[src/rtl/match_pkg.sv]
// Shared state encoding, target-score table and helpers for the match sequencer.
package match_pkg;

   typedef enum logic [2:0] {
      ST_READY = 3'd0,
      ST_SERVE = 3'd1,
      ST_RALLY = 3'd2,
      ST_HOLD  = 3'd3,
      ST_OVER  = 3'd4
   } state_t;

   localparam int MODE_W = 2;
   localparam logic [MODE_W-1:0] MODE_MAX = 2'd3;

   localparam logic [3:0] WIN_SCORE [4] = '{4'd3, 4'd5, 4'd7, 4'd9};

   function automatic logic [3:0] win_of(input logic [MODE_W-1:0] mode);
      return WIN_SCORE[mode];
   endfunction

endpackage

[src/rtl/frame_tick_gen.sv]
// Free-running frame divider: one-cycle tick every FRAME_DIV clocks.
module frame_tick_gen #(
   parameter int FRAME_DIV = 1666666
) (
   input  logic clk,
   input  logic reset_n,
   output logic tick
);

   localparam int CNT_W = (FRAME_DIV > 1) ? $clog2(FRAME_DIV) : 1;

   logic [CNT_W-1:0] cnt;

   assign tick = (cnt == CNT_W'(FRAME_DIV - 1));

   always_ff @(posedge clk) begin
      if (!reset_n)  cnt <= '0;
      else if (tick) cnt <= '0;
      else           cnt <= cnt + CNT_W'(1);
   end

endmodule

[src/rtl/match_sequencer.sv]
// Match FSM: frame pacing, physics handshake, scoring and serve selection.
// Optional PAUSE_EN adds pause_sw, which freezes rally stepping and hold counting.
module match_sequencer
   import match_pkg::*;
#(
   parameter int FRAME_DIV   = 1666666,
   parameter int HOLD_FRAMES = 60,
   parameter int SCORE_W     = 4
) (
   input  logic               clk,
   input  logic               reset_n,
   input  logic               start_sw,
   input  logic               mode_up,
   input  logic               mode_down,
   input  logic               phys_valid,
   input  logic               phys_point,
   input  logic [1:0]         phys_winner,
`ifdef PAUSE_EN
   input  logic               pause_sw,
`endif
   output logic               phys_en,
   output logic               rally_rst,
   output logic               serve_side,
   output logic               latch_en,
   output logic [SCORE_W-1:0] p1_score,
   output logic [SCORE_W-1:0] p2_score,
   output logic [SCORE_W-1:0] win_score,
   output logic [2:0]         state_o,
   output logic [7:0]         overrun_cnt
);

   localparam int HOLD_W = $clog2(HOLD_FRAMES + 1);

   state_t              state;
   logic [MODE_W-1:0]   mode;
   logic [HOLD_W-1:0]   hold_cnt;
   logic                pending;
   logic                start_q;
   logic                start_edge;
   logic                tick;
   logic                paused;
   logic                step_done;
   logic                point_hit;
   logic [SCORE_W-1:0]  p1_nxt;
   logic [SCORE_W-1:0]  p2_nxt;
   logic [SCORE_W-1:0]  pt_score;

   frame_tick_gen #(.FRAME_DIV(FRAME_DIV)) u_tick (
      .clk     (clk),
      .reset_n (reset_n),
      .tick    (tick)
   );

`ifdef PAUSE_EN
   assign paused = pause_sw;
`else
   assign paused = 1'b0;
`endif

   // Sampled through reset too, so a switch left high never looks like an edge.
   always_ff @(posedge clk) start_q <= start_sw;

   assign start_edge = (start_sw != start_q);
   assign win_score  = SCORE_W'(win_of(mode));
   assign state_o    = state;

   always_comb begin
      step_done = phys_valid && pending;
      point_hit = step_done && phys_point && (phys_winner == 2'd1 || phys_winner == 2'd2);
      p1_nxt    = (p1_score == '1) ? p1_score : p1_score + SCORE_W'(1);
      p2_nxt    = (p2_score == '1) ? p2_score : p2_score + SCORE_W'(1);
      pt_score  = (phys_winner == 2'd1) ? p1_nxt : p2_nxt;
   end

   always_ff @(posedge clk) begin
      if (!reset_n) begin
         state       <= ST_READY;
         mode        <= '0;
         hold_cnt    <= '0;
         pending     <= 1'b0;
         phys_en     <= 1'b0;
         rally_rst   <= 1'b0;
         serve_side  <= 1'b0;
         latch_en    <= 1'b0;
         p1_score    <= '0;
         p2_score    <= '0;
         overrun_cnt <= '0;
      end else begin
         phys_en  <= 1'b0;
         latch_en <= 1'b0;
         case (state)
            ST_READY: begin
               if (mode_up && !mode_down && mode != MODE_MAX)
                  mode <= mode + MODE_W'(1);
               else if (mode_down && !mode_up && mode != '0)
                  mode <= mode - MODE_W'(1);
               if (start_edge) begin
                  p1_score   <= '0;
                  p2_score   <= '0;
                  serve_side <= 1'b0;
                  rally_rst  <= 1'b1;
                  pending    <= 1'b0;
                  state      <= ST_SERVE;
               end
            end
            ST_SERVE: begin
               if (tick) begin
                  rally_rst <= 1'b0;
                  state     <= ST_RALLY;
               end
            end
            ST_RALLY: begin
               if (step_done) begin
                  pending  <= 1'b0;
                  latch_en <= 1'b1;
               end
               if (point_hit) begin
                  if (phys_winner == 2'd1) begin
                     p1_score   <= p1_nxt;
                     serve_side <= 1'b0;
                  end else begin
                     p2_score   <= p2_nxt;
                     serve_side <= 1'b1;
                  end
                  if (pt_score == win_score) begin
                     state <= ST_OVER;
                  end else begin
                     state     <= ST_HOLD;
                     rally_rst <= 1'b1;
                     hold_cnt  <= '0;
                  end
               end else if (tick && !paused) begin
                  // A frame arriving while physics is still busy is dropped, not queued.
                  if (!pending) begin
                     phys_en <= 1'b1;
                     pending <= 1'b1;
                  end else if (overrun_cnt != 8'hFF) begin
                     overrun_cnt <= overrun_cnt + 8'd1;
                  end
               end
            end
            ST_HOLD: begin
               if (tick && !paused) begin
                  if (hold_cnt == HOLD_W'(HOLD_FRAMES - 1)) state <= ST_SERVE;
                  else hold_cnt <= hold_cnt + HOLD_W'(1);
               end
            end
            ST_OVER: begin
               if (start_edge) state <= ST_READY;
            end
            default: state <= ST_READY;
         endcase
      end
   end

endmodule

[config.mk]
export PLATFORM = sky130hd
export DESIGN_NAME = match_sequencer
export DESIGN_NICKNAME = d
export VERILOG_FILES = /design/src/rtl/match_pkg.sv /design/src/rtl/frame_tick_gen.sv /design/src/rtl/match_sequencer.sv
export SDC_FILE = /design/constraint.sdc
export NUM_CORES = 1
export LEC_CHECK = 0
export CAP_MARGIN = 25
export CORE_UTILIZATION = 45
export DETAILED_ROUTE_END_ITERATION = 6
export PLACE_DENSITY = 0.69
export SLEW_MARGIN = 20
export SYNTH_ARGS = -nofsm -noshare
export SYNTH_HDL_FRONTEND = slang
export SYNTH_SLANG_ARGS = --single-unit
[constraint.sdc]
create_clock -name clk -period 2.1 [get_ports clk]
set_input_delay 0.42 -clock clk [delete_from_list [all_inputs] [get_ports clk]]
set_output_delay 0.42 -clock clk [all_outputs]
set_load 0.01 [all_outputs]
# Word-level counts from Yosys, hierarchy flattened

Index checks and enable logic that the tools add are counted.

Add/subtract/negate cells: 7
$lt $le $gt $ge: 1
Equality and inequality tests: 24
Muxes and demuxes: 44
Bitwise gates (word level): 5
Reduce and logical (&&, ||, !) cells: 28

Operator list:

| kind                                           | count |
|---|---|
| 2-to-1 mux 4 bit                               | 10 |
| 2-to-1 mux 6 bit                               | 4 |
| inequality test 2 bit (second input constant)  | 11 |
| adder 21 x 1 -> 21 bit (second input constant) | 1 |
| == test 21 bit (second input constant)         | 1 |
| 2-to-1 mux 3 bit                               | 7 |
| one-hot mux 4 bit (2 select lines)             | 2 |
| one-hot mux 3 bit (5 select lines)             | 1 |
| AND reduction 5 bit                            | 3 |
| 2-to-1 mux 1 bit                               | 13 |
| one-hot mux 6 bit (2 select lines)             | 1 |
| adder 4 x 1 -> 4 bit (second input constant)   | 2 |
| adder 8 x 1 -> 8 bit (second input constant)   | 1 |
| binary-select mux 4 bit (select 2 bit)         | 1 |
| == test 4 bit (second input constant)          | 2 |
| inequality test 8 bit (second input constant)  | 1 |
| AND reduction 4 bit                            | 2 |
| nonzero test 2 bit                             | 4 |
| logical AND 1 bit                              | 7 |
| adder 6 x 1 -> 6 bit (second input constant)   | 1 |
| == test 3 x 2 -> 1 bit (second input constant) | 2 |
| == test 6 bit (second input constant)          | 1 |
| AND reduction 2 bit                            | 3 |
| AND reduction 6 bit                            | 1 |
| other kinds (21)                               | 27 |

Register bits: 54
Input port bits: 9
Output and inout bits: 27
Logic and storage cells: 122

# Depth between registers and ports, before layout

Gate-level depths: netlist of the first run.

Word-level depth: 8
Mapped depth: 9
Mapped depth without buffers: 8

# By module

Synthesis of the first run repeated with hierarchy kept, for this count alone.

Cells, all modules: 352
Area, all modules: 2967.8 um^2

Modules (own cells, without submodules):

| module          | instances | cells an instance | area an instance (um^2) | seq. area each (um^2) |
|---|---|---|---|---|
| match_sequencer | 1         | 237               | 1958.1                  | 660.6 |
| frame_tick_gen  | 1         | 115               | 1009.7                  | 420.4 |

# Least setup slack after synthesis of the first run

Ideal clock, no wire load.

Path kind: input to register
Start point: input port phys_winner[1]
End point: register overrun_cnt[4]
Library setup time: 0.072 ns
Arrival time: 2.037 ns
Required time: 2.028 ns
Setup slack: -0.008 ns
Stages on the path: 8
Path buffers: 1
Cell sequence: inv_1 ha_1 and4b_4 or3b_2 buf_2 nor2_2 and4_1 mux2i_1

Longest elaborated chain between the ends: 5
Elaborated cells on any way between the ends: 6
Those cells by class: eq/ne (2); bitwise (1); reduce/logical (3)

RTL lines:

| item                                                    | line                   | source |
|---|---|---|
| start: declaration                                      | match_sequencer.sv:17  | `input logic [1:0] phys_winner,` |
| == test 2 x 1 -> 1 bit or == test 2 bit (tied branches) | match_sequencer.sv:69  | `point_hit = step_done && phys_point && (phys_winner == 2'd1 \|\| phys_winner == 2'd2);` |
| logical OR 1 bit *                                      | match_sequencer.sv:69  |  |
| logical AND 1 bit *                                     | match_sequencer.sv:69  |  |
| NOT 1 bit (no line) *                                   | --                     |  |
| AND reduction 5 bit (no line) *                         | --                     |  |
| end signal: assignment                                  | match_sequencer.sv:138 | `overrun_cnt <= overrun_cnt + 8'd1;` |
| end: declaration                                        | match_sequencer.sv:29  | `output logic [7:0] overrun_cnt` |

Every way passes the cells marked *; elsewhere a longest branch is shown, timed or not.
A chain may end at the register's enable or synchronous reset.

# Worst setup path after layout of the first run

Start point: register p1_score[0]
End point: register hold_cnt[1]

Longest elaborated chain between the ends: 6
Elaborated cells on any way between the ends: 7
Those cells by class: add/sub (1); eq/ne (3); mux (2); reduce/logical (1)

RTL lines:

| item                                                  | line                   | source |
|---|---|---|
| start: declaration                                    | match_sequencer.sv:25  | `output logic [SCORE_W-1:0] p1_score,` |
| start signal: assignment                              | match_sequencer.sv:119 | `p1_score <= p1_nxt;` |
| adder 4 x 1 -> 4 bit or == test 4 bit (tied branches) | match_sequencer.sv:70  | `p1_nxt = (p1_score == '1) ? p1_score : p1_score + SCORE_W'(1);` |
| 2-to-1 mux 4 bit *                                    | match_sequencer.sv:70  |  |
| 2-to-1 mux 4 bit *                                    | match_sequencer.sv:72  | `pt_score = (phys_winner == 2'd1) ? p1_nxt : p2_nxt;` |
| == test 4 bit *                                       | match_sequencer.sv:125 | `if (pt_score == win_score) begin` |
| inequality test 2 bit (no line) *                     | --                     |  |
| AND reduction 5 bit (no line) *                       | --                     |  |
| end signal: assignment                                | match_sequencer.sv:145 | `else hold_cnt <= hold_cnt + HOLD_W'(1);` |
| end: declaration                                      | match_sequencer.sv:36  | `logic [HOLD_W-1:0] hold_cnt;` |

Marks and branches as above.

==> flow_metrics.py, run 1 <==
metrics = {
    "global_routing": {
        "maximum_number_of_pins_on_one_net_before_global_route_repair": 22,
        "grt_remaining_overflow": 0,
        "grt_pass1_wl_um": 13000,
        "total_global_routing_track_utilization_pct": 22.6,
        "grt_pass1_vias": 2868,
        "number_of_antenna_violations_at_the_first_check_in_global_routing": 0,
    },
    "sta": {
        "setup_repair_after_global_routing_missed_its_margin": "yes",
        "clock.fmax_mhz": 470,
        "hold_viol_final": 0,
        "totalNegativeSetupSlack_ns": -0.0485,
        "fin_worst_hold_slack_ns": 0.489,
        "setup_violations": 2,
        "final.setup.worst_slack_ns": -0.0268,
        "min_period_ns": 2.13,
        "min_period_over_period_pct": 101,
        "maxSlewViolCount": 0,
        "timing.clock.skew_ns": 0.00990,
    },
    "critical_path": {
        "critical_path.max_fanout": 7,
        "cpMaxStageDelayCell": "sky130_fd_sc_hd__or3_1",
        "worst_setup_path_start_kind": "flip-flop",
        "timing.setup.critical_path_class": "flip-flop to flip-flop",
        "cp_cell_sequence": "ha_4 -> nand2b_4 -> o211a_1 -> or3_1 -> a211oi_2 -> nand3_4 -> a311oi_2",
        "worst-endpoint-required_ns": 2.33,
        "critical_path.max_stage_delay_ns": 0.38,
        "regToRegSetupSlack_ns": -0.03,
        "critPathArrivalTime_ns": 2.36,
        "endpoint_kind": "flip-flop",
    },
    "drt": {
        "firstDrtPassIters": 6,
        "dr_total_vias": 2846,
        "detail_route.vias_per_cell": 5.55,
        "drt-initial-drc-count": 139,
        "post_drt_wl_per_cell_um": 14.7,
        "ant_nets": 0,
        "wl_um": 7530,
        "drc_errors": 2,
    },
    "logic_synthesis": {
        "ys_types": 59,
        "synth-main-ff-cell": "sky130_fd_sc_hd__dfxtp_1",
        "synthesis.area_sq_mm": 0.00303,
        "synth_seq_area_share_pct": 35.7,
        "postSynthRegisterBits": 54,
        "synth_enable_flop_cells": 0,
        "nets_in_the_synthesized_netlist": 380,
        "synth.top_cells.by_area": "sky130_fd_sc_hd__dfxtp_1 36%, sky130_fd_sc_hd__nor2_1 6.2%, sky130_fd_sc_hd__xnor2_1 5.2%",
        "yosysTopAreaCell": "sky130_fd_sc_hd__dfxtp_1",
        "synth_area_per_cell_sq_um": 8.39,
        "syn_inst": 361,
        "yosysWarningCount": 0,
        "asyncSetResetFlopFracSynth_pct": 0,
        "synth_top_area_share_pct": 35.7,
    },
    "power": {
        "total_power_mw": 2.29,
        "power.density_cell_area_mw_per_mm2": 571,
        "vdd.ir_drop.worst_v": 0.000320,
        "p_leak_nw": 1.47,
    },
    "finish": {
        "flow.area_growth_from_synthesis_pct": 32.1,
        "multi_input_area_sq_mm": 0.00197,
        "diodes": 0,
        "net_count_final": 454,
        "fraction_of_layout_cells_with_a_size_suffix_above_1_pct": 20.9,
        "nFillCells": 568,
        "regArea_sq_mm": 0.00109,
    },
    "hold_path": {
        "min-delay-path-class": "flip-flop to flip-flop",
    },
    "clock_network": {
        "cts_buffers": 5,
        "tritoncts_clock_tree": "yes",
        "clock_sinks": 54,
        "ctsHtreeMaxLevel": 2,
        "clkSlewWorstSetupHoldPaths_ns": 0.10,
        "cts-hold-fix-buffers": 0,
        "clk_root_buffer_cell": "sky130_fd_sc_hd__clkbuf_8",
        "worst_skew_pair.late_latency_ns": 0.31,
        "clock_path_buffers": 2,
    },
    "die": {
        "die_x_um": 84.0,
        "vert_die_dim_um": 84.0,
        "placementRows": 29,
        "die_area_sq_mm": 0.00706,
        "top_level_i_o_count": 36,
        "starting_density_of_the_core_pct": 47.2,
        "fp.coreArea_sq_mm": 0.00642,
    },
    "outcome": {
        "violated_checks": "design-rule violations, negative setup slack",
        "run_status": "finished, violations left",
    },
    "place": {
        "place_hpwl_um": 5300,
        "port_buffers": 34,
        "finalWeightedCongestion": 0.863,
    },
    "run": {
        "maxCapViolations": 0,
    },
}
-- registers in the layout, summed over array words and instances (netlist names), 2 cells and up --
name / cells
u_tick.cnt: 21
p2_score: 4
mode: 2
p1_score: 4
hold_cnt: 6
overrun_cnt: 8
state_o: 3
-- final cells by class --
class | instances | area share, %
Clock buffer | 7 | 2.16
Clock inverter | 1 | 0.219
Timing Repair Buffer | 80 | 17.8
Sequential cell | 54 | 27.1
Multi-Input combinational cell | 282 | 49.1
Tap cell | 77 | 2.41
Inverter | 12 | 1.13
-- power breakdown --
part / switching, mW / internal (mW) / total (mW)
registers: 0.0240 / 1.05 / 1.08
logic: 0.283 / 0.305 / 0.589
clock network: 0.347 / 0.273 / 0.621
total: 0.655 / 1.63 / 2.29
-- critical path: cells and delay by family, from the launching register on --
kind / cells / cell delay [ns]
AO/OA/AOI/OAI: 3 / 0.81
adder cells (fa/ha/maj): 1 / 0.16
flip-flops: 1 / 0.36
AND/OR/NAND/NOR: 3 / 0.71
-- logic make-up (layout without fill, tap and decap cells) --
group | Yosys count | count (layout) | synth area share [%]
xor gates and xnor gates | 31 | 31 | 8.96
buffers and inverters | 25 | 100 | 3.47
other | 1 | 1 | 0.124
and+or+nand+nor | 169 | 169 | 29.9
muxes | 5 | 5 | 1.65
AOI/OAI and AO/OA | 66 | 66 | 16.1
adders and majority gates | 10 | 10 | 4.13
DFF | 54 | 54 | 35.7
-- cells in the mapped netlist (all sizes together) (2+ instances only) --
library cell,number
or3,2
ha,10
and2,5
a211oi,10
and3,4
nor4,6
mux2i,5
nand3b,2
o21ai,16
xnor2,18
and4,2
nor2,52
nand4bb,2
a21oi,14
or2,4
nor3b,3
nor4b,2
dfxtp,54
buf,5
nand2b,4
clkbuf,8
and4b,3
xor2,13
o211ai,4
nand2,32
nand4,8
a41oi,4
inv,12
nor3,12
a31oi,4
nand3,22
o21a,2
-- metrics by stage --
step	cell area [sq um]	setup WS, ns	cells	util (%)
after global placement	3710	-0.483	497	57.7
after global routing	4000	-0.0890	513	62.3
after floorplan	3030	0.00250	361	-
after detailed placement	3710	-0.510	497	57.7
final	4000	-0.0268	513	62.3
after CTS	3940	-0.0492	509	61.3
-- placed cells by master, fill, tap and decap left out, drive strengths merged, types with 2 or more instances in the layout --
cell / count
clkbuf: 7
xor2: 13
nand3: 22
or2: 4
and4: 2
buf: 46
and4b: 3
a21oi: 14
inv: 13
mux2i: 5
o211ai: 4
nor4b: 2
a41oi: 4
nand3b: 2
nor4: 6
dfxtp: 54
a31oi: 4
nand2b: 4
or3: 2
clkdlybuf4s50: 30
nand2: 32
nor3b: 3
o21a: 2
nand4bb: 2
ha: 10
and3: 4
dlygate4sd2: 2
nand4: 8
xnor2: 18
and2: 5
o21ai: 16
nor3: 12
nor2: 52
a211oi: 10
-- per-layer routing --
layer | GRT usage (%) | share of wire (%) | vias to the layer above
li1 | - | - | 1433
met4 | 7.99 | 1.4 | 0
met3 | 3.46 | 3.2 | 9
met5 | 0 | 0 | -
met2 | 38.2 | 47 | 52
met1 | 29.1 | 49 | 1352
-- repair_timing --
action	CTS	global route
setup buffers	4	4
endpoints found under the setup margin	24	19
pin swaps	10	7
gates resized for setup	23	14
-- path summary, 6_finish.rpt --
| path | start | endpoint | depth (start not counted) |
|---|---|---|---|
| max | p1_score[0] | hold_cnt[1] | 7 |
| min | u_tick.cnt[0] | u_tick.cnt[0] | 1 |
| max reg2reg | p1_score[0] | hold_cnt[1] | 7 |
| min reg2reg | u_tick.cnt[0] | u_tick.cnt[0] | 1 |
Power figures use the tool's default switching activity.
==> run 2, diff against run 1 <==
Settings changed: PLACE_DENSITY 0.69 to 0.67.
Clock period 2.1 ns to 2.09 ns, I/O delays scaled along.
==> run 2 against run 1 <==
The flow finishes with violations (design-rule violations). Maximum frequency grew 3.4%. Power grew 1.9%. Die area is the same. Sequential power is essentially flat.
==> flow_metrics.py, run 2 (same netlist as run 1, synthesis figures left out) <==
metrics = {
    "outcome": {
        "run_status": "finished, violations left",
        "violated_checks": "design-rule violations",
    },
    "finish": {
        "top_register": "u_tick.cnt",
        "fraction_of_layout_cells_with_a_size_suffix_above_1_pct": 21.3,
        "net_count_final": 451,
        "diodes": 0,
        "final_standard_cell_utilization_of_the_core_pct": 62.4,
        "most_common_cell_after_layout_fill_and_taps_aside": "sky130_fd_sc_hd__dfxtp_1",
        "final_cell_mix": "51 x sky130_fd_sc_hd__dfxtp_1, 48 x sky130_fd_sc_hd__nor2_1, 41 x sky130_fd_sc_hd__buf_4",
        "reg.largest.list": "u_tick.cnt x21, overrun_cnt x8, hold_cnt x6",
        "largest_register_ff_count": 21,
        "flow.area_growth_from_synthesis_pct": 32.3,
    },
    "clock_network": {
        "clkSlewWorstSetupHoldPaths_ns": 0.10,
        "ctsHtreeMaxLevel": 2,
        "clock_path_buffers": 2,
        "worst_skew_pair.late_latency_ns": 0.31,
        "cts-hold-fix-buffers": 0,
        "clk_root_buffer_cell": "sky130_fd_sc_hd__clkbuf_8",
        "tritoncts_clock_tree": "yes",
        "clock_sinks": 54,
        "cts_buffers": 5,
    },
    "drt": {
        "ant_nets": 0,
        "drc_errors": 10,
        "post_drt_wl_per_cell_um": 14.8,
        "detail_route.vias_per_cell": 5.58,
        "dr_total_vias": 2838,
        "firstDrtPassIters": 6,
        "wl_um": 7530,
        "drt-initial-drc-count": 151,
    },
    "global_routing": {
        "total_global_routing_track_utilization_pct": 21.4,
        "grt_pass1_vias": 2594,
        "number_of_antenna_violations_at_the_first_check_in_global_routing": 0,
        "grt_pass1_wl_um": 12200,
        "maximum_number_of_pins_on_one_net_before_global_route_repair": 22,
        "grt_remaining_overflow": 0,
    },
    "sta": {
        "min_period_ns": 2.06,
        "fin_worst_hold_slack_ns": 0.484,
        "timing.clock.skew_ns": 0.00476,
        "clock.fmax_mhz": 486,
        "maxSlewViolCount": 0,
        "hold_viol_final": 0,
        "setup_violations": 0,
        "min_period_over_period_pct": 98.5,
        "setup_repair_after_global_routing_missed_its_margin": "yes",
    },
    "die": {
        "starting_density_of_the_core_pct": 47.2,
        "die_area_sq_mm": 0.00706,
        "die_x_um": 84.0,
        "top_level_i_o_count": 36,
        "vert_die_dim_um": 84.0,
        "placementRows": 29,
        "fp.coreArea_sq_mm": 0.00642,
    },
    "critical_path": {
        "critPathArrivalTime_ns": 2.29,
        "r2r_cells": 7,
        "crit_buf_inv": 1,
        "cpMaxStageDelayCell": "sky130_fd_sc_hd__or3_4",
        "timing.setup.critical_path_class": "flip-flop to flip-flop",
        "cp_cell_sequence": "buf_4 -> a31o_2 -> o211a_1 -> or3_4 -> a211oi_4 -> nand3_4 -> a311oi_2",
        "worst_setup_path_start_kind": "flip-flop",
        "critical_path.max_fanout": 7,
        "endpoint_kind": "flip-flop",
        "critical_path_s_top_delay_family": "compound AO/OA/AOI/OAI gates",
        "critical_path.max_stage_delay_ns": 0.38,
        "critical_path_cell_count": 7,
        "worst-endpoint-required_ns": 2.32,
    },
    "place": {
        "place_hpwl_um": 5350,
        "finalWeightedCongestion": 0.830,
        "port_buffers": 34,
    },
    "power": {
        "power.density_cell_area_mw_per_mm2": 581,
        "vdd.ir_drop.worst_v": 0.000398,
        "p_leak_nw": 1.46,
    },
    "hold_path": {
        "min-delay-path-class": "flip-flop to flip-flop",
        "holdPathStages": 1,
    },
    "run": {
        "maxCapViolations": 0,
    },
}
## run 2: stage by stage
stage | instance area (sq um) | setup TNS [ns] | total power, mW | setup slack [ns] | std cells
after floorplan | 3040 | 0 | 1.38 | 0.00454 | 361
after global placement | 3720 | -9.56 | 1.58 | -0.485 | 498
after detailed placement | 3720 | -10.45 | 1.59 | -0.516 | 498
after CTS | 3890 | -0.0306 | 2.31 | -0.0133 | 506
after global routing | 4010 | -0.244 | 2.44 | -0.0788 | 509
final | 4010 | 0 | 2.33 | 0.0322 | 509
## run 2: layout make-up
cell class                 count  area (sq um)
clock buffer                   6          82.6
clock inverter                 1          30.0
inverter                      12          45.0
tap                           77          96.3
sequential                    54          1080
multi-input combinational    282          1990
fill                         555          2420
timing repair buffer          77           674
## run 2: per-layer routing
metal,global-route usage (%),share of wire [%],up-vias
met2,35.5,48,38
met1,29.2,49,1372
met5,0,0,-
met4,5.49,0.39,0
met3,2.97,2.5,2
li1,-,-,1426
## run 2: worst register-to-register path, delay by kind of cell (launching register included)
family                 cells  cell delay [ns]
flip-flops                 1             0.35
buffers and inverters      1             0.15
AO/OA/AOI/OAI              4             0.91
AND/OR/NAND/NOR            2             0.58
## run 2: repair_timing
item / CTS / global route
endpoints found under the hold margin: 0 / 0
gates resized for setup: 16 / 20
setup buffers: 1 / 3
pin swaps: 7 / 9
setup endpoints to repair: 24 / 21
## run 2: path summary, 6_finish.rpt
path / startpoint / to / slack [ns]
max reg2reg: p1_score[0] / hold_cnt[1] / 0.03
min: hold_cnt[5] / hold_cnt[5] / 0.48
max: p1_score[0] / hold_cnt[1] / 0.03
min reg2reg: hold_cnt[5] / hold_cnt[5] / 0.48
## run 2: power by group
part           internal [mW]  switching (mW)  total (mW)  leakage, nW
sequential              1.06          0.0267        1.08        0.438
clock                  0.384           0.344       0.728       0.0573
combinational          0.252           0.265       0.517        0.962
total                   1.69           0.636        2.33         1.46
==> run 3, diff against run 2 <==
Settings changed: CORE_MARGIN set to 1, CORE_UTILIZATION 45 to 55, PLACE_DENSITY 0.67 to 0.82.
==> run 3 against run 2 <==
The run now ends clean. Clock skew rose by 0.00059 ns. Combinational power rose by 4%. Critical path depth rose by 2. Sequential share of layout area rose by 0.18 points. Worst hold slack improved by 0.011 ns. Flip-flop and latch count did not move. Wire length rose by 2.8%. Non-clock buffer count rose by 3. Global-route usage rose by 5.4 points. First-iteration DRC count rose by 26%. Die area fell by 18%. Via count rose by 4.2%. Largest cell class unchanged.
==> flow_metrics.py, run 3 (same netlist as run 1, synthesis figures left out) <==
metrics = {
    "die": {
        "vert_die_dim_um": 76.2,
        "placementRows": 26,
        "starting_density_of_the_core_pct": 58.2,
        "die_x_um": 76.2,
        "top_level_i_o_count": 36,
        "fp.coreArea_sq_mm": 0.00520,
        "die_area_sq_mm": 0.00581,
    },
    "clock_network": {
        "clock_path_buffers": 2,
        "worst_skew_pair.late_latency_ns": 0.31,
        "clock_sinks": 54,
        "ctsHtreeMaxLevel": 2,
        "tritoncts_clock_tree": "yes",
        "clk_root_buffer_cell": "sky130_fd_sc_hd__clkbuf_8",
        "cts_buffers": 5,
        "clkSlewWorstSetupHoldPaths_ns": 0.10,
        "cts-hold-fix-buffers": 0,
    },
    "critical_path": {
        "crit_buf_inv": 2,
        "cp_cell_sequence": "ha_4 -> nand2b_4 -> o211a_1 -> or3_4 -> a211oi_2 -> buf_4 -> nand3_2 -> buf_6 -> a311oi_2",
        "r2r_cells": 9,
        "critPathArrivalTime_ns": 2.32,
        "worst_setup_path_start_kind": "flip-flop",
        "critical_path_s_top_delay_family": "compound AO/OA/AOI/OAI gates",
        "cpMaxStageDelayCell": "sky130_fd_sc_hd__or3_4",
        "endpoint_kind": "flip-flop",
        "timing.setup.critical_path_class": "flip-flop to flip-flop",
        "critical_path.max_fanout": 7,
        "critical_path.reg2reg.startpoint": "p1_score[0]",
        "worst-endpoint-required_ns": 2.32,
        "critical_path.max_stage_delay_ns": 0.38,
        "regToRegSetupSlack_ns": 0.002,
        "crit-reg2reg-capture": "hold_cnt[1]",
    },
    "drt": {
        "post_drt_wl_per_cell_um": 15.3,
        "dr_total_vias": 2956,
        "wl_um": 7740,
        "firstDrtPassIters": 4,
        "detail_route.vias_per_cell": 5.84,
        "drt-initial-drc-count": 190,
        "drc_errors": 0,
        "ant_nets": 0,
    },
    "sta": {
        "final.setup.worst_slack_ns": 0.00217,
        "clock.fmax_mhz": 479,
        "hold_viol_final": 0,
        "setup_repair_after_global_routing_missed_its_margin": "yes",
        "min_period_over_period_pct": 99.9,
        "setup_violations": 0,
        "min_period_ns": 2.09,
        "timing.clock.skew_ns": 0.00536,
        "maxSlewViolCount": 0,
    },
    "global_routing": {
        "grt_remaining_overflow": 0,
        "total_global_routing_track_utilization_pct": 26.9,
        "grt_pass1_wl_um": 12800,
        "maximum_number_of_pins_on_one_net_before_global_route_repair": 22,
        "number_of_antenna_violations_at_the_first_check_in_global_routing": 0,
        "grt_pass1_vias": 2780,
    },
    "finish": {
        "fraction_of_layout_cells_with_a_size_suffix_above_1_pct": 21.6,
        "flow.area_growth_from_synthesis_pct": 31.4,
        "layoutNonFillerInstCount": 506,
        "top_register": "u_tick.cnt",
        "net_count_final": 454,
        "final_cell_mix": "51 x sky130_fd_sc_hd__dfxtp_1, 49 x sky130_fd_sc_hd__nor2_1, 44 x sky130_fd_sc_hd__buf_4",
        "nFillCells": 357,
        "final_standard_cell_utilization_of_the_core_pct": 76.5,
        "diodes": 0,
        "most_common_cell_after_layout_fill_and_taps_aside": "sky130_fd_sc_hd__dfxtp_1",
        "largest_register_ff_count": 21,
        "reg.largest.list": "u_tick.cnt x21, overrun_cnt x8, hold_cnt x6",
        "final_non_filler_cell_area_sq_mm": 0.00398,
    },
    "hold_path": {
        "holdPathStages": 1,
        "holdCritStartpoint": "hold_cnt[5]",
        "whs_endpoint": "hold_cnt[5]",
        "min-delay-path-class": "flip-flop to flip-flop",
    },
    "place": {
        "place_hpwl_um": 5400,
        "port_buffers": 34,
        "postPlaceCellArea_sq_mm": 0.00370,
        "finalWeightedCongestion": 0.873,
        "dp_cells": 490,
        "post-place-ws_ns": -0.525,
    },
    "run": {
        "maxCapViolations": 0,
    },
    "outcome": {
        "run_status": "complete, no violations",
    },
    "power": {
        "vdd.ir_drop.worst_v": 0.000356,
        "p_leak_nw": 1.42,
        "power.density_cell_area_mw_per_mm2": 571,
        "total_power_mw": 2.27,
    },
}
## run 3: metal layers
layer / wire length, um / vias to the layer above / global-route usage, %
li1: - / 1434 / -
met1: 3360 / 1405 / 34.9
met2: 3800 / 99 / 45.2
met3: 396 / 18 / 4.07
met4: 176 / 0 / 9.23
met5: 0 / - / 0
## run 3: worst max path at each step
stage	from	to	slack, ns	depth (start not counted)
after floorplan	mode[0]	hold_cnt[1]	0.005	9
after global placement	phys_winner[1]	overrun_cnt[4]	-0.49	8
after detailed placement	phys_winner[1]	overrun_cnt[5]	-0.52	8
after CTS	phys_winner[0]	hold_cnt[3]	-0.006	9
after global routing	p1_score[0]	hold_cnt[1]	-0.07	9
final	p1_score[0]	hold_cnt[1]	0.002	9
## run 3: worst register-to-register path, cell delays in order (launching register included)
cell                       delay (ns)
sky130_fd_sc_hd__dfxtp_2         0.36
sky130_fd_sc_hd__ha_4            0.16
sky130_fd_sc_hd__nand2b_4        0.13
sky130_fd_sc_hd__o211a_1         0.25
sky130_fd_sc_hd__or3_4           0.38
sky130_fd_sc_hd__a211oi_2        0.18
sky130_fd_sc_hd__buf_4           0.16
sky130_fd_sc_hd__nand3_2         0.06
sky130_fd_sc_hd__buf_6           0.15
sky130_fd_sc_hd__a311oi_2        0.18
## run 3: final cells by class
type / count / area, sq um / share of cell area [%]
Clock buffer: 7 / 96.3 / 2.42
Clock inverter: 1 / 8.76 / 0.220
Inverter: 12 / 45.0 / 1.13
Multi-Input combinational cell: 282 / 1960 / 49.2
Sequential cell: 54 / 1080 / 27.3
Tap cell: 70 / 87.6 / 2.20
Timing Repair Buffer: 80 / 701 / 17.6
## run 3: what timing repair did
item | in CTS | in global routing
setup buffers | 5 | 4
pin swaps | 7 | 8
gates resized for setup | 11 | 18
endpoints found under the setup margin | 25 | 18
cloned | 0 | 0
## run 3: metrics by stage
| stage | hold WS [ns] | TNS [ns] |
|---|---|---|
| 2_1_floorplan | 0.445 | 0 |
| 3_3_place_gp | 0.464 | -9.79 |
| 3_5_place_dp | 0.482 | -11.09 |
| 4_1_cts | 0.499 | -0.00634 |
| 5_1_grt | 0.529 | -0.269 |
| 6_report | 0.495 | 0 |
## run 3: where the power goes
group | total [mW] | internal, mW | switching, mW
combinational | 0.536 | 0.260 | 0.276
sequential | 1.08 | 1.06 | 0.0236
clock | 0.658 | 0.305 | 0.353
total | 2.27 | 1.62 | 0.652
